$ cat src/rtl/cpu_mem_pkg.sv
// Shared definitions for the data-memory request path: size encodings,
// address-phase FSM states and the in-flight request limit.
package cpu_mem_pkg;

  typedef enum logic [1:0] {
    SZ_B = 2'd0,
    SZ_H = 2'd1,
    SZ_W = 2'd2
  } size_e;

  typedef enum logic {
    ST_IDLE,
    ST_ADDR
  } state_e;

  localparam int unsigned MAX_INFLIGHT = 2;

endpackage

$ cat src/rtl/dsram_rsp_fifo.sv
// Two-entry response FIFO between the data SRAM and MEM. A synchronous clear
// takes priority over push/pop; outputs come straight from registers.
module dsram_rsp_fifo #(
  parameter int unsigned DATA_W = 32
) (
  input  logic              clk,
  input  logic              resetn,
  input  logic              i_clr,
  input  logic              i_push,
  input  logic [DATA_W-1:0] i_wdata,
  input  logic              i_pop,
  output logic              o_valid,
  output logic [DATA_W-1:0] o_rdata,
  output logic [1:0]        o_count
);

  logic [DATA_W-1:0] r_mem [2];
  logic              r_wptr;
  logic              r_rptr;
  logic [1:0]        r_count;
  logic              w_push_ok;
  logic              w_pop_ok;

  assign w_push_ok = i_push && (r_count != 2'd2);
  assign w_pop_ok  = i_pop && (r_count != 2'd0);

  always_ff @(posedge clk or negedge resetn) begin
    if (!resetn) begin
      for (int unsigned i = 0; i < 2; i++) begin
        r_mem[i] <= '0;
      end
      r_wptr  <= 1'b0;
      r_rptr  <= 1'b0;
      r_count <= '0;
    end else if (i_clr) begin
      r_wptr  <= 1'b0;
      r_rptr  <= 1'b0;
      r_count <= '0;
    end else begin
      if (w_push_ok) begin
        r_mem[r_wptr] <= i_wdata;
        r_wptr        <= ~r_wptr;
      end
      if (w_pop_ok) begin
        r_rptr <= ~r_rptr;
      end
      r_count <= r_count + {1'b0, w_push_ok} - {1'b0, w_pop_ok};
    end
  end

  assign o_valid = (r_count != 2'd0);
  assign o_rdata = r_mem[r_rptr];
  assign o_count = r_count;

endmodule

$ cat src/rtl/dsram_req_ctrl.sv
// Data-SRAM request controller: issues EX loads/stores with at most two in
// flight, queues responses for MEM and drops responses cancelled by flush.
// Optional statistics counters are enabled with DSRAM_CTRL_STAT_EN.
module dsram_req_ctrl
  import cpu_mem_pkg::*;
#(
  parameter int unsigned ADDR_W = 32,
  parameter int unsigned DATA_W = 32
) (
  input  logic                clk,
  input  logic                resetn,
  input  logic                ex_req_valid,
  output logic                ex_req_ready,
  input  logic                ex_req_wr,
  input  logic [1:0]          ex_req_size,
  input  logic [ADDR_W-1:0]   ex_req_addr,
  input  logic [DATA_W/8-1:0] ex_req_wstrb,
  input  logic [DATA_W-1:0]   ex_req_wdata,
  input  logic                flush,
  output logic                mem_rsp_valid,
  input  logic                mem_rsp_ready,
  output logic [DATA_W-1:0]   mem_rsp_rdata,
  output logic                data_sram_req,
  output logic                data_sram_wr,
  output logic [1:0]          data_sram_size,
  output logic [ADDR_W-1:0]   data_sram_addr,
  output logic [DATA_W/8-1:0] data_sram_wstrb,
  output logic [DATA_W-1:0]   data_sram_wdata,
  input  logic                data_sram_addr_ok,
  input  logic                data_sram_data_ok,
  input  logic [DATA_W-1:0]   data_sram_rdata
`ifdef DSRAM_CTRL_STAT_EN
  ,
  output logic [31:0]         stat_req_cnt,
  output logic [31:0]         stat_stall_cnt
`endif
);

  localparam logic [2:0] INFL_LIM = 3'(MAX_INFLIGHT);

  state_e      r_state;
  logic [1:0]  r_outstanding;
  logic [1:0]  r_discard;
  logic [1:0]  r_order;
  logic [1:0]  w_fifo_cnt;
  logic [1:0]  w_out_dec;
  logic [1:0]  w_ord_nxt;
  logic [2:0]  w_inflight;
  logic        w_hs;
  logic        w_aok;
  logic        w_dok;
  logic        w_push;
  logic        w_pop;
  logic [DATA_W-1:0] w_push_data;

  assign data_sram_req = (r_state == ST_ADDR);
  assign w_inflight    = {1'b0, r_outstanding} + {2'b00, data_sram_req};
  // FIFO room is reserved at acceptance time, so a push can never overflow.
  assign ex_req_ready  = (r_state == ST_IDLE) && !flush
                         && ((w_inflight + {1'b0, w_fifo_cnt}) < INFL_LIM);
  assign w_hs          = ex_req_valid && ex_req_ready;
  assign w_aok         = data_sram_req && data_sram_addr_ok;
  assign w_dok         = data_sram_data_ok && (r_outstanding != 2'd0);
  assign w_out_dec     = r_outstanding - {1'b0, w_dok};
  assign w_push        = w_dok && (r_discard == 2'd0);
  assign w_pop         = mem_rsp_valid && mem_rsp_ready;
  assign w_push_data   = r_order[0] ? '0 : data_sram_rdata;

  // r_order[0] holds the store flag of the oldest outstanding request.
  always_comb begin
    w_ord_nxt = r_order;
    if (w_dok) begin
      w_ord_nxt = {1'b0, r_order[1]};
    end
    if (w_aok) begin
      w_ord_nxt[w_out_dec[0]] = data_sram_wr;
    end
  end

  always_ff @(posedge clk or negedge resetn) begin
    if (!resetn) begin
      r_state         <= ST_IDLE;
      data_sram_wr    <= 1'b0;
      data_sram_size  <= '0;
      data_sram_addr  <= '0;
      data_sram_wstrb <= '0;
      data_sram_wdata <= '0;
    end else begin
      case (r_state)
        ST_IDLE: begin
          if (w_hs) begin
            data_sram_wr    <= ex_req_wr;
            data_sram_size  <= ex_req_size;
            data_sram_addr  <= ex_req_addr;
            data_sram_wstrb <= ex_req_wstrb;
            data_sram_wdata <= ex_req_wdata;
            r_state         <= ST_ADDR;
          end
        end
        ST_ADDR: begin
          if (data_sram_addr_ok) begin
            r_state <= ST_IDLE;
          end
        end
        default: r_state <= ST_IDLE;
      endcase
    end
  end

  always_ff @(posedge clk or negedge resetn) begin
    if (!resetn) begin
      r_outstanding <= '0;
      r_order       <= '0;
      r_discard     <= '0;
    end else begin
      r_outstanding <= w_out_dec + {1'b0, w_aok};
      r_order       <= w_ord_nxt;
      // Everything still in flight after this cycle belongs to cancelled work.
      if (flush) begin
        r_discard <= w_inflight[1:0] - {1'b0, w_dok};
      end else if (w_dok && (r_discard != 2'd0)) begin
        r_discard <= r_discard - 2'd1;
      end
    end
  end

  dsram_rsp_fifo #(
    .DATA_W (DATA_W)
  ) u_rsp_fifo (
    .clk     (clk),
    .resetn  (resetn),
    .i_clr   (flush),
    .i_push  (w_push),
    .i_wdata (w_push_data),
    .i_pop   (w_pop),
    .o_valid (mem_rsp_valid),
    .o_rdata (mem_rsp_rdata),
    .o_count (w_fifo_cnt)
  );

`ifdef DSRAM_CTRL_STAT_EN
  always_ff @(posedge clk or negedge resetn) begin
    if (!resetn) begin
      stat_req_cnt   <= '0;
      stat_stall_cnt <= '0;
    end else begin
      if (w_aok) begin
        stat_req_cnt <= stat_req_cnt + 32'd1;
      end
      if (ex_req_valid && !ex_req_ready) begin
        stat_stall_cnt <= stat_stall_cnt + 32'd1;
      end
    end
  end
`endif

endmodule
$ cat config.mk
export PLATFORM = sky130hd
export DESIGN_NAME = dsram_req_ctrl
export DESIGN_NICKNAME = d
export VERILOG_FILES = /design/src/rtl/cpu_mem_pkg.sv /design/src/rtl/dsram_rsp_fifo.sv /design/src/rtl/dsram_req_ctrl.sv
export SDC_FILE = /design/constraint.sdc
export NUM_CORES = 1
export LEC_CHECK = 0
export CAP_MARGIN = 20
export CELL_PAD_IN_SITES_DETAIL_PLACEMENT = 0
export CELL_PAD_IN_SITES_GLOBAL_PLACEMENT = 1
export CORE_MARGIN = 2
export CORE_UTILIZATION = 40
export CTS_CLUSTER_SIZE = 20
export DETAILED_ROUTE_END_ITERATION = 8
export PLACE_DENSITY_LB_ADDON = 0.1
export SYNTH_ARGS = -nofsm -noshare
export SYNTH_HDL_FRONTEND = slang
export SYNTH_HIERARCHICAL = 1
export SYNTH_SLANG_ARGS = --single-unit
export TNS_END_PERCENT = 20
$ cat constraint.sdc
create_clock -name clk -period 4.15 [get_ports clk]
set_input_delay 0.83 -clock clk [delete_from_list [all_inputs] [get_ports clk]]
set_output_delay 0.83 -clock clk [all_outputs]
set_load 0.03 [all_outputs]
# Word level (Yosys, flattened, before mapping)
# Cells that the tools add are included.
[classes]
magnitude_cmp = 6
add_sub_neg = 8
n_mux = 22
reduce_logical = 22
eq_ne = 1
bitwise = 6
[ops]
columns = ["cell", "count"]
rows = [
  ["2-to-1 mux 32 bit", 5],
  ["bitwise mux 64 bit", 1],
  ["demux 32 bit (select 1 bit)", 1],
  ["logical AND 1 bit", 12],
  ["nonzero test 2 bit", 6],
  ["2-to-1 mux 2 bit", 5],
  ["2-to-1 mux 1 bit", 7],
  ["subtractor 2 x 1 -> 2 bit", 3],
  ["adder 2 x 1 -> 2 bit", 2],
  ["greater-or-equal comparator 2 bit (second input constant)", 2],
  ["NOT 1 bit", 4],
  ["NOT 1 -> 2 bit", 2],
  ["AND reduction 2 bit", 2],
  ["adder 2 x 1 -> 3 bit", 1],
  ["adder 3 x 2 -> 3 bit", 1],
  ["< comparator 3 x 2 -> 1 bit (second input constant)", 1],
  ["bitwise mux 2 bit", 1],
  ["zero test 2 bit", 1],
  ["< comparator 1 x 2 -> 1 bit (second input constant)", 1],
  ["< comparator 2 x 1 -> 1 bit (second input constant)", 1],
  ["inequality test 2 bit (second input constant)", 1],
  ["case mux 1 bit (2 select lines)", 1],
  ["subtractor 2 x 1 -> 2 bit (second input constant)", 1],
  ["demux 1 bit (select 1 bit)", 1],
  ["2 further kinds", 2],
]
[totals]
wordCells = 79
register_bits = 146
output_inout_bits = 106
inputBits = 110

# Logic depth before layout (Yosys ltp)
# Gate-level depths: netlist (run 1).
[logic_depth]
word_depth = 9
ltp_mapped = 9
ltp_nobuf = 9

# Modules after synthesis
# The synthesis (run 1) kept the hierarchy.
[by_module_without_submodules]
columns = ["mod", "n_inst", "area_each_um2", "seq_area_each_um2", "cells_per_inst"]
rows = [
  ["dsram_req_ctrl", 1, 3683.5, 1951.9, 234],
  ["dsram_rsp_fifo", 1, 3000.4, 1701.6, 194],
]

# Worst setup path after synthesis (run 1)
# Ideal clock, no wire load.
[synth_path]
kind = "flip-flop to output port"
from = "register r_state, in the netlist data_sram_req"
to = "output port ex_req_ready"
n_path_buf = 0
required_ps = 3320
stages_incl_launch_ff = 6
arrival_ps = 2160
slack_ps = 1160
cell_sequence = "dfrtp_1 -> ha_1 -> ha_1 -> fa_1 -> nor3_2 -> nor2b_1"
[synth_between]
elab_chain_cells = 4
word_cells_on_any_way = 6
classes_between = "2 x add/sub; 1 x order compare; 1 x bitwise; 2 x reduce/logical"
[synth_lines]
columns = ["item", "line", "rtl"]
rows = [
  ["start, declared", "dsram_req_ctrl.sv:41", "state_e r_state;"],
  ["start signal, assigned", "dsram_req_ctrl.sv:82", "r_state <= ST_IDLE;"],
  ["start signal, assigned", "dsram_req_ctrl.sv:97", "r_state <= ST_ADDR;"],
  ["start signal, assigned", "dsram_req_ctrl.sv:102", "r_state <= ST_IDLE;"],
  ["adder 2 x 1 -> 3 bit", "dsram_req_ctrl.sv:57", "assign w_inflight = {1'b0, r_outstanding} + {2'b00, data_sram_req};"],
  ["adder 3 x 2 -> 3 bit", "dsram_req_ctrl.sv:60", "&& ((w_inflight + {1'b0, w_fifo_cnt}) < INFL_LIM);"],
  ["< comparator 3 x 2 -> 1 bit", "dsram_req_ctrl.sv:60", ""],
  ["logical AND 1 bit *", "dsram_req_ctrl.sv:60", ""],
  ["end, declared", "dsram_req_ctrl.sv:13", "output logic ex_req_ready,"],
]
# Mark *: on every way between the ends. The rest lies on a longest branch, timed or not.

# Final worst setup path (run 1)
# Same ends and word-level chain as after synthesis.

==> results of run 1 <==
[sequential cells by signal, indices dropped and copies added, names as in the netlist]
signal,cells
r_order,2
u_rsp_fifo/r_mem,64
r_discard,2
data_sram_req,1
u_rsp_fifo/r_wptr,1
data_sram_size,2
data_sram_wdata,32
r_outstanding,2
data_sram_wr,1
data_sram_addr,32
data_sram_wstrb,4
u_rsp_fifo/r_rptr,1
u_rsp_fifo/o_count,2
[worst max path at each step]
| stage | from | slack, ns | cells past startpoint | to |
|---|---|---|---|---|
| final | data_sram_req | 0.41 | 6 | ex_req_ready |
| after global routing | data_sram_req | 0.30 | 6 | ex_req_ready |
| after floorplan | data_sram_req | 1.16 | 5 | ex_req_ready |
| after detailed placement | data_sram_req | 0.86 | 6 | ex_req_ready |
| after global placement | data_sram_req | 0.88 | 6 | ex_req_ready |
| after CTS | data_sram_req | 0.36 | 6 | ex_req_ready |
[critical path: stages (launching register included)]
cell and delay (ns):
dfrtp_1 0.45, ha_1 0.24, ha_1 0.32, fa_1 0.48, nor3_2 0.15, nor2b_1 0.15
clkdlybuf4s50_1 0.70
[metal layers]
layer  track usage, %  vias up
li1                 -     1933
met1             20.8     2092
met2             27.7      141
met3             7.38       18
met4             6.44        0
met5                0        -
[metrics by stage]
stage | worst slack (ns) | cell area, um^2
after floorplan | 1.16 | 6680
after global placement | 0.876 | 8950
after detailed placement | 0.858 | 8950
after CTS | 0.363 | 9490
after global routing | 0.296 | 9490
final | 0.415 | 9490
[final cells by class]
type	count	area, um^2
fill	1315	6970
multi-input combinational	252	2770
tap	220	275
clock buffer	20	447
sequential	146	3650
clock inverter	11	90.1
timing repair buffer	223	2230
inverter	9	33.8
[kinds of logic after synthesis]
logic type | after synthesis | share of synthesized area [%]
XOR/XNOR | 7 | 0.917
multiplexers | 168 | 32.2
AND/OR/NAND/NOR | 57 | 5.45
buffers and inverters | 30 | 3.95
flip-flops | 146 | 54.7
AO/OA/AOI/OAI | 11 | 1.07
adder cells (fa/ha/maj) | 9 | 1.80
[report_power, final]
group | switching, uW | internal [uW]
sequential | 380 | 2120
clock | 579 | 828
combinational | 1920 | 2070
[layout by cell type, fill, tap and decap left out, types with 3 or more instances in the layout]
cell	instances
clkdlybuf4s50_1	214
dfrtp_1	146
mux2_2	96
mux2_4	69
nor2b_1	34
clkbuf_16	17
inv_1	9
ha_1	8
buf_4	7
clkinv_2	6
and2_1	4
xnor2_1	4
clkinvlp_4	4
xor2_1	3
nor2_1	3
o21ai_0	3
nand2_1	3
==> run metrics, run 1 <==
pin count of the biggest net entering global routing=93; number of distinct library cells after synthesis=36; DRC viols=0; Clock Pin Slew Worst Setup and Hold Paths=~0.06 ns; Total Power=7900 uW; Tmin final=between 3 and 4 ns; Finished Core Util=between 50 and 60%; Setup violations, final=0; Post-synth top cells=dfrtp_1, mux2_2, mux2_4; Post-DP HPWL=9840 um; total CTS buffers=17; setup TNS=0 ns; Worst setup SP type=flop; cells after synthesis=~430; asr flop ratio synth=between 90% and 100%; post-synth top area cell=dfrtp_1; Final Non-Filler Cells=between 800 and 900; met2 WL post-DR=7080 um; Sink Count=around 150; Clock Tree Buf Depth=2; root buf cell=clkbuf_16; Critical Path AT=between 2 and 3 ns; number of H-tree levels=4; Final Max Tran Viols=0; Die H=between 100 and 150 um; #FFs+latches synth=around 150; Starting DRT DRC Count=about 190; Cell Pwr Density=832 mW/mm^2; Least-Margin Pin Slew=0.854 ns; Reg2Reg Setup Slack=~1.2 ns; Met1 Routed Length=6180 um; GP Congestion=approximately 0.74; placed instance count=850; synth warn=6; Critical Path RT=between 3 and 4 ns; cell row count=47; Static Leak=approximately 0.0044 uW; crit path max fanout=6; outcome=finished, final reports clean; RSZ-0062 raised after global routing=false; Tcrit/Tclk final=roughly 90%; Crit Path Class=reg2out; Post-synth EDFFs=0; Skew-Pair Late Insertion Delay=0.42 ns; Hold Path Class=in2async; ANT nets after route=0; Seq/Total Area, Yosys=a little over half; DR WL met3=1260 um; top-count cell post-synth=dfrtp_1; top cell type's share of synthesized area=a little over half; nets=roughly 770; Post-CTS Setup Bufs=0; DRT Pass-1 Iters=4; vias=~4.2k; Placeable Area=0.0165 mm^2; syn_area_per_cell=15.6 um^2; Antenna diodes=0; Hold Buf Count CTS=0; Die ar.=around 0.018 mm^2; number of global-route vias before repair=around 4.5k; Synth area leaders=dfrtp_1, mux2_2, mux2_4; Hold WS=0.480 ns; grt total ovfl=0; Post-synth top flop=dfrtp_1; Crit Reg-Reg Endpoint=data_sram_addr[20]; antenna violations before repair=0; CTS tree=yes; global-route wire length before repair=around 24,000 um; RR Startpoint=data_sram_req; Area growth, synth to finish=42.0%; Initial Util=40.6%; Global Route Usage Sum=~17%; number of I/O port buffers=between 200 and 250; R2R cell count=7; drt via density=4.75; Synthesized Nets=about 550; maximum clock rate=268 MHz; Syn Std Cell Area=about 0.0067 mm^2; skew final=0.00613 ns; die span in x=133 um; proportion of layout cells with a drive suffix above 1=between 30% and 40%; post-CTS sizing=0; final hold violations=0; max_slew headroom=43.0%; peak supply drop=between 0.0004 and 0.0005 V; drt wl/cell=between 15 and 20 um; IO Count=216; Max Cap Viol=0; nature of the critical path endpoint=primary output; final wirelength=approximately 15,000 um; DR top layer=met4
Note: power is estimated with default switching activity, not from simulation.
==> run 2, diff against run 1 <==
Settings changed: CAP_MARGIN 20 to 30, GPL_TIMING_DRIVEN set to 0.
Clock period 4.15 ns to 4.5 ns, I/O delays scaled along.
==> run 2 against run 1 <==
  * Design area increased by 2.1%
  * Utilization increased by 1.2 points
  * Wire length increased by 4.0%
  * Flip-flop and latch count unchanged
  * Setup slack improved by 0.26 ns
  * Total power decreased by 6.1%
  * Via count increased by 0.29%
  * Clock skew about the same
  * Clock power decreased by 8%
  * Combinational power decreased by 5%
  * Register-to-register slack improved by 0.73 ns
  * Largest power group unchanged
  * Highest routed layer unchanged
==> run metrics, run 2 (same netlist as run 1, synthesis figures left out) <==
Placeable Area=0.0165 mm^2 (unchanged); hold path start=u_rsp_fifo/r_mem[52]; Hold Buf Count CTS=0 (unchanged); nature of the critical path endpoint=primary output; Layout fillers=1,284 (-2.4%); Tcrit/Tclk final=85.1%; nets=782 (+1.8%); Area growth, synth to finish=45.0%; Crit Reg-Reg Endpoint=data_sram_addr[26]; Hold Path Class=reg2reg; antenna violations before repair=0 (unchanged); root buf cell=clkbuf_16; Static Leak=0.00449 uW (+2.6%); global-route wire length before repair=24,900 um (+5.0%); die span in x=133 um (unchanged); number of I/O port buffers=215 (unchanged); Largest register FFs=64 (unchanged); max_slew headroom=45.2% (+2.2 points); Post-CTS Setup Bufs=0 (unchanged); Hold WS=0.486 ns (+0.00582 ns); drt wl/cell=17.2 um (+2.2%); Tmin final=3.83 ns; total CTS buffers=17 (unchanged); vias=4,196 (+0.29%); Least-Margin Pin Slew=0.822 ns (-0.0326 ns); DRC viols=0 (unchanged); biggest regs=u_rsp_fifo/r_mem x64, data_sram_addr x32, data_sram_wdata x32; skew final=0.00590 ns (-0.000227 ns); most frequent cells in the layout=clkdlybuf4s50_1, dfrtp_1, mux2_2; Critical Path RT=3.60 ns (+0.28 ns); CP startpoint=data_sram_req; post-CTS sizing=0 (unchanged); Total Power=7410 uW (-6.1%); ANT nets after route=0 (unchanged); final wirelength=15,400 um (+4.0%); Antenna diodes=0 (unchanged); crit path max fanout=6 (unchanged); DRT Pass-1 Iters=4 (unchanged); grt total ovfl=0 (unchanged); Die ar.=0.0178 mm^2 (unchanged); cell row count=47 (unchanged); CTS tree=yes; final hold violations=0 (unchanged); Final Max Tran Viols=0 (unchanged); R2R cell count=8 (+1); Initial Util=40.6% (unchanged); number of H-tree levels=4 (unchanged); Worst Setup EP=ex_req_ready; Max Cap Viol=0 (unchanged); peak supply drop=0.000452 V (-6.5%); Sink Count=146 (unchanged); Biggest register=u_rsp_fifo/r_mem; Die H=133 um (unchanged); Clock Tree Buf Depth=2 (unchanged); Worst setup SP type=flop; Clock Pin Slew Worst Setup and Hold Paths=0.06 ns (about the same); Starting DRT DRC Count=128 (-33%); Reg2Reg Setup Slack=1.95 ns (+0.73 ns); maximum clock rate=261 MHz; pin count of the biggest net entering global routing=90 (-3.2%); Skew-Pair Late Insertion Delay=0.41 ns (about the same); outcome=finished, final reports clean; IO Count=216 (unchanged); GP Congestion=0.733 (-0.60%); leading cell type in the layout, fill and taps excluded=clkdlybuf4s50_1; number of global-route vias before repair=4,696 (+3.3%); RSZ-0062 raised after global routing=false; Global Route Usage Sum=18.1% (+0.81 points); RR Startpoint=data_sram_req; Critical Path AT=2.93 ns (+0.02 ns); Setup violations, final=0 (unchanged); Post-DP HPWL=11,000 um (+12%); Crit Path Class=reg2out; proportion of layout cells with a drive suffix above 1=32.2% (+1.1 points); drt via density=4.68 (-1.4%); Cell Pwr Density=765 mW/mm^2 (-8.1%)
run 2: cell types whose count changed in the layout (fill, tap and decap cells not counted), sizes merged:
cell,delta
clkbuf,+7
buf,+10
bufinv,-1
clkinvlp,-2
inv,+1
run 2: layout make-up:
cell class,instances,area (um^2),area share (%)
Inverter,9,33.8,0.349
Buffer,21,230,2.38
Timing Repair Buffer,216,2180,22.5
Sequential cell,146,3650,37.7
Tap cell,220,275,2.84
Multi-Input combinational cell,252,2770,28.5
Clock buffer,23,498,5.14
Clock inverter,9,53.8,0.555
run 2: routing by layer:
| layer | GRT usage (%) | up-vias | wire, um |
|---|---|---|---|
| met3 | 7.31 | 14 | 1280 |
| met2 | 29.3 | 146 | 7480 |
| li1 | - | 1956 | - |
| met4 | 6.03 | 0 | 220 |
| met5 | 0 | - | 0 |
| met1 | 22.1 | 2080 | 6410 |
run 2: worst min path at each step:
stage               cells after the start  slack (ns)                   end
finish                                  1        0.49  u_rsp_fifo/r_mem[52]
global route                            1        0.50  u_rsp_fifo/r_mem[52]
CTS                                     1        0.49  u_rsp_fifo/r_mem[52]
detailed placement                      1        0.47  u_rsp_fifo/r_mem[51]
global placement                        1        0.46  u_rsp_fifo/r_mem[51]
floorplan                               1        0.45  u_rsp_fifo/r_mem[51]
run 2: where the power goes:
group	internal (uW)	leakage (uW)	switching, uW
Clock	774	0.000275	524
Combinational	1990	0.00240	1810
Sequential	1960	0.00182	361
run 2: critical path, cell delays in order (launching register included):
cell and delay, ns:
dfrtp_1 0.44, ha_1 0.23, ha_1 0.32, fa_1 0.49, nor3_2 0.15, nor2b_1 0.18, clkdlybuf4s50_1 0.72
run 2: stage by stage:
step                      std cells  util [%]  worst slack (ns)  area (um^2)  TNS (ns)
final                           896      58.9             0.670         9690         0
after global routing            896      58.9             0.528         9690         0
after CTS                       896      58.9             0.618         9690         0
after detailed placement        864      55.5             0.876         9140         0
after global placement          863      55.3             -3.15         9110   -457.59
after floorplan                 428         -              1.44         6680         0
==> run 3, diff against run 2 <==
Settings changed: ABC_AREA set to 1, CORE_UTILIZATION 40 to 36.
==> run 3 against run 2 <==
  * Worst hold slack got worse by 0.018 ns
  * Combinational power fell by 5.3%
  * Synthesized cell count rose by 100%
  * Clock-buffer cell count fell by 4
  * Critical endpoint unchanged
  * Total power fell by 0.93%
  * Highest routed layer unchanged
  * Global-route usage rose by 4.3 points
  * Die area rose by 15%
==> run metrics, run 3 <==
Critical Path RT=3.60 ns (about the same); Post-CTS Setup Bufs=0 (unchanged); CTS tree=yes; Tcrit/Tclk final=93.6% (+8.4 points); IO Count=216 (unchanged); setup TNS=0 ns (unchanged); most frequent cells in the layout=nand2_1, clkdlybuf4s50_1, dfrtp_1; Largest register FFs=64 (unchanged); Crit Path Class=reg2out; Hold Path Class=in2async; Reg2Reg Setup Slack=1.47 ns (-0.48 ns); Least-Margin Pin Slew=0.651 ns (-0.170 ns); outcome=finished, final reports clean; maximum clock rate=238 MHz (-9.0%); Post-synth top flop=dfrtp_1; worst-path cell chain=ha_1 > ha_1 > fa_1 > nor3_4 > and2_1 > clkdlybuf4s50_1; footprint of the multi-input gates=0.00277 mm^2 (about the same); Area growth, synth to finish=44.8%; Biggest register=u_rsp_fifo/r_mem; Antenna diodes=0 (unchanged); Starting DRT DRC Count=305 (+140%); Syn Std Cell Area=0.00695 mm^2 (+3.9%); DRC viols=0 (unchanged); Placeable Area=0.0188 mm^2 (+14%); top cell type's share of synthesized area=52.6% (-2.1 points); asr flop ratio synth=100% (unchanged); cells after synthesis=874 (+100%); number of I/O port buffers=214 (-0.47%); Setup violations, final=0 (unchanged); drt via density=4.76 (+1.6%); Static Leak=0.00511 uW (+14%); Clock Pin Slew Worst Setup and Hold Paths=0.06 ns (about the same); crit path max fanout=10 (+4); total CTS buffers=17 (unchanged); Initial Util=36.9% (-3.7 points); cell row count=50 (+6.4%); Synth area leaders=dfrtp_1, nand2_1, nand4_1; synth warn=6 (unchanged); Seq/Total Area, Yosys=52.6% (-2.1 points); antenna violations before repair=0 (unchanged); DRT Pass-1 Iters=5 (+1); cell family with most CP delay=adder cells; Tmin final=4.21 ns (+0.380 ns); Hold Buf Count CTS=0 (unchanged); Die ar.=0.0204 mm^2 (+15%); placed instance count=1,349 (+56%); skew final=0.00945 ns (+0.00355 ns); pin count of the biggest net entering global routing=82 (-8.9%); final wirelength=22,000 um (+43%); Sink Count=146 (unchanged); die span in x=143 um (+7.2%); Final Max Tran Viols=0 (unchanged); number of global-route vias before repair=6,644 (+41%); nature of the critical path endpoint=primary output; grt total ovfl=0 (unchanged); Synthesized Nets=993 (+82%); drt wl/cell=15.9 um (-7.4%); Finished Core Util=53.4% (-5.4 points); #FFs+latches synth=146 (unchanged); combinational power share=49.0% (-2.2 points); vias=6,569 (+57%); Post-synth top cells=nand2_1, dfrtp_1, nand4_1; Worst path slowest cell=clkdlybuf4s50_1; Skew-Pair Late Insertion Delay=0.43 ns (+0.02 ns); RSZ-0062 raised after global routing=false; GP Congestion=0.817 (+12%); Worst setup SP type=flop; Sw Ratio=43.3% (+7.0 points); Max Cap Viol=0 (unchanged); number of H-tree levels=4 (unchanged); biggest regs=u_rsp_fifo/r_mem x64, data_sram_addr x32, data_sram_wdata x32; Die H=143 um (+7.2%); CP most frequent cell=ha_1; post-CTS sizing=0 (unchanged); proportion of layout cells with a drive suffix above 1=6.60% (-26 points); top-count cell post-synth=nand2_1; CP bufs+invs=1 (unchanged); Final Non-Filler Cells=1,381 (+54%); Post-synth EDFFs=0 (unchanged); Critical Path AT=3.31 ns (+0.38 ns); peak supply drop=0.000335 V (-26%); P_sw=3180 uW (+18%); Post-DP HPWL=15,700 um (+42%); Clock Tree Buf Depth=2 (unchanged); Total Power=7340 uW (-0.93%); number of distinct library cells after synthesis=23 (-36%); final hold violations=0 (unchanged); post-synth top area cell=dfrtp_1; ANT nets after route=0 (unchanged); Int Pwr=4160 uW (-12%); nets=1,227 (+57%); Cell Pwr Density=730 mW/mm^2 (-4.6%); max incr delay on CP=0.68 ns (-0.04 ns); root buf cell=clkbuf_16; max_slew headroom=56.6% (+11 points); Clock power frac=20.5% (+3.0 points); syn_area_per_cell=7.95 um^2 (-49%); Flop pwr share=30.5% (-0.8 points); global-route wire length before repair=35,400 um (+42%); leading cell type in the layout, fill and taps excluded=nand2_1; Global Route Usage Sum=22.4% (+4.3 points); register area=0.00365 mm^2 (unchanged); Layout fillers=1,857 (+45%)
## run 3: cells by family after synthesis
group / count (synthesis) / share of synthesized area (%)
AO/OA/AOI/OAI: 5 / 0.396
XOR/XNOR: 2 / 0.252
adder cells (fa/ha/maj): 9 / 1.73
buffers and inverters: 124 / 7.60
flip-flops: 146 / 52.6
AND/OR/NAND/NOR: 588 / 37.4
## run 3: worst paths after layout
check                                        to  cells after the start                 start
setup / recovery                   ex_req_ready                      6         data_sram_req
hold / removal             u_rsp_fifo/r_mem[53]                      1                resetn
setup reg to reg             data_sram_addr[19]                      8         data_sram_req
hold reg to reg            u_rsp_fifo/r_mem[40]                      2  u_rsp_fifo/r_mem[40]
max in group asynchronous     data_sram_addr[3]                      2                resetn
min in group clk           u_rsp_fifo/r_mem[40]                      2  u_rsp_fifo/r_mem[40]
## run 3: layout make-up
| cell class | count | share of cell area, % |
|---|---|---|
| Clock inverter | 13 | 1.85 |
| Clock buffer | 19 | 4.30 |
| Buffer | 66 | 3.08 |
| Sequential cell | 146 | 36.3 |
| Inverter | 58 | 2.16 |
| Tap cell | 260 | 3.23 |
| Multi-Input combinational cell | 604 | 27.5 |
| Timing Repair Buffer | 215 | 21.6 |
## run 3: layer usage
metal	up-vias	global-route usage [%]	routed length, um
met5	-	0	0
met4	0	5.73	236
met3	16	9.22	1970
met2	201	35.7	10200
met1	3054	28.5	9500
li1	3298	-	-
## run 3: power by group through the flow
stage | Combinational (uW) | Sequential [uW] | Clock (uW)
3_3_place_gp | 3610 | 2240 | 0
5_1_grt | 3950 | 2320 | 1600
3_5_place_dp | 3640 | 2240 | 0
2_1_floorplan | 1580 | 2780 | 0
6_report | 3600 | 2240 | 1500
4_1_cts | 3640 | 2240 | 1540
## run 3: stage by stage
stage | worst slack, ns | area [um^2] | hold slack [ns]
after detailed placement | 0.479 | 9440 | 0.457
after CTS | 0.209 | 10100 | 0.474
after global placement | -3.78 | 9410 | 0.453
final | 0.290 | 10100 | 0.467
after global routing | 0.104 | 10100 | 0.488
after floorplan | 1.41 | 6950 | 0.442
## run 3: worst reg2reg max path: stages (launching register included)
cell	delay [ns]
dfrtp_1	0.46
ha_1	0.23
ha_1	0.33
fa_1	0.52
nor3_4	0.46
nand3_1	0.46
buf_2	0.34
nand2_1	0.09
nand2_1	0.05
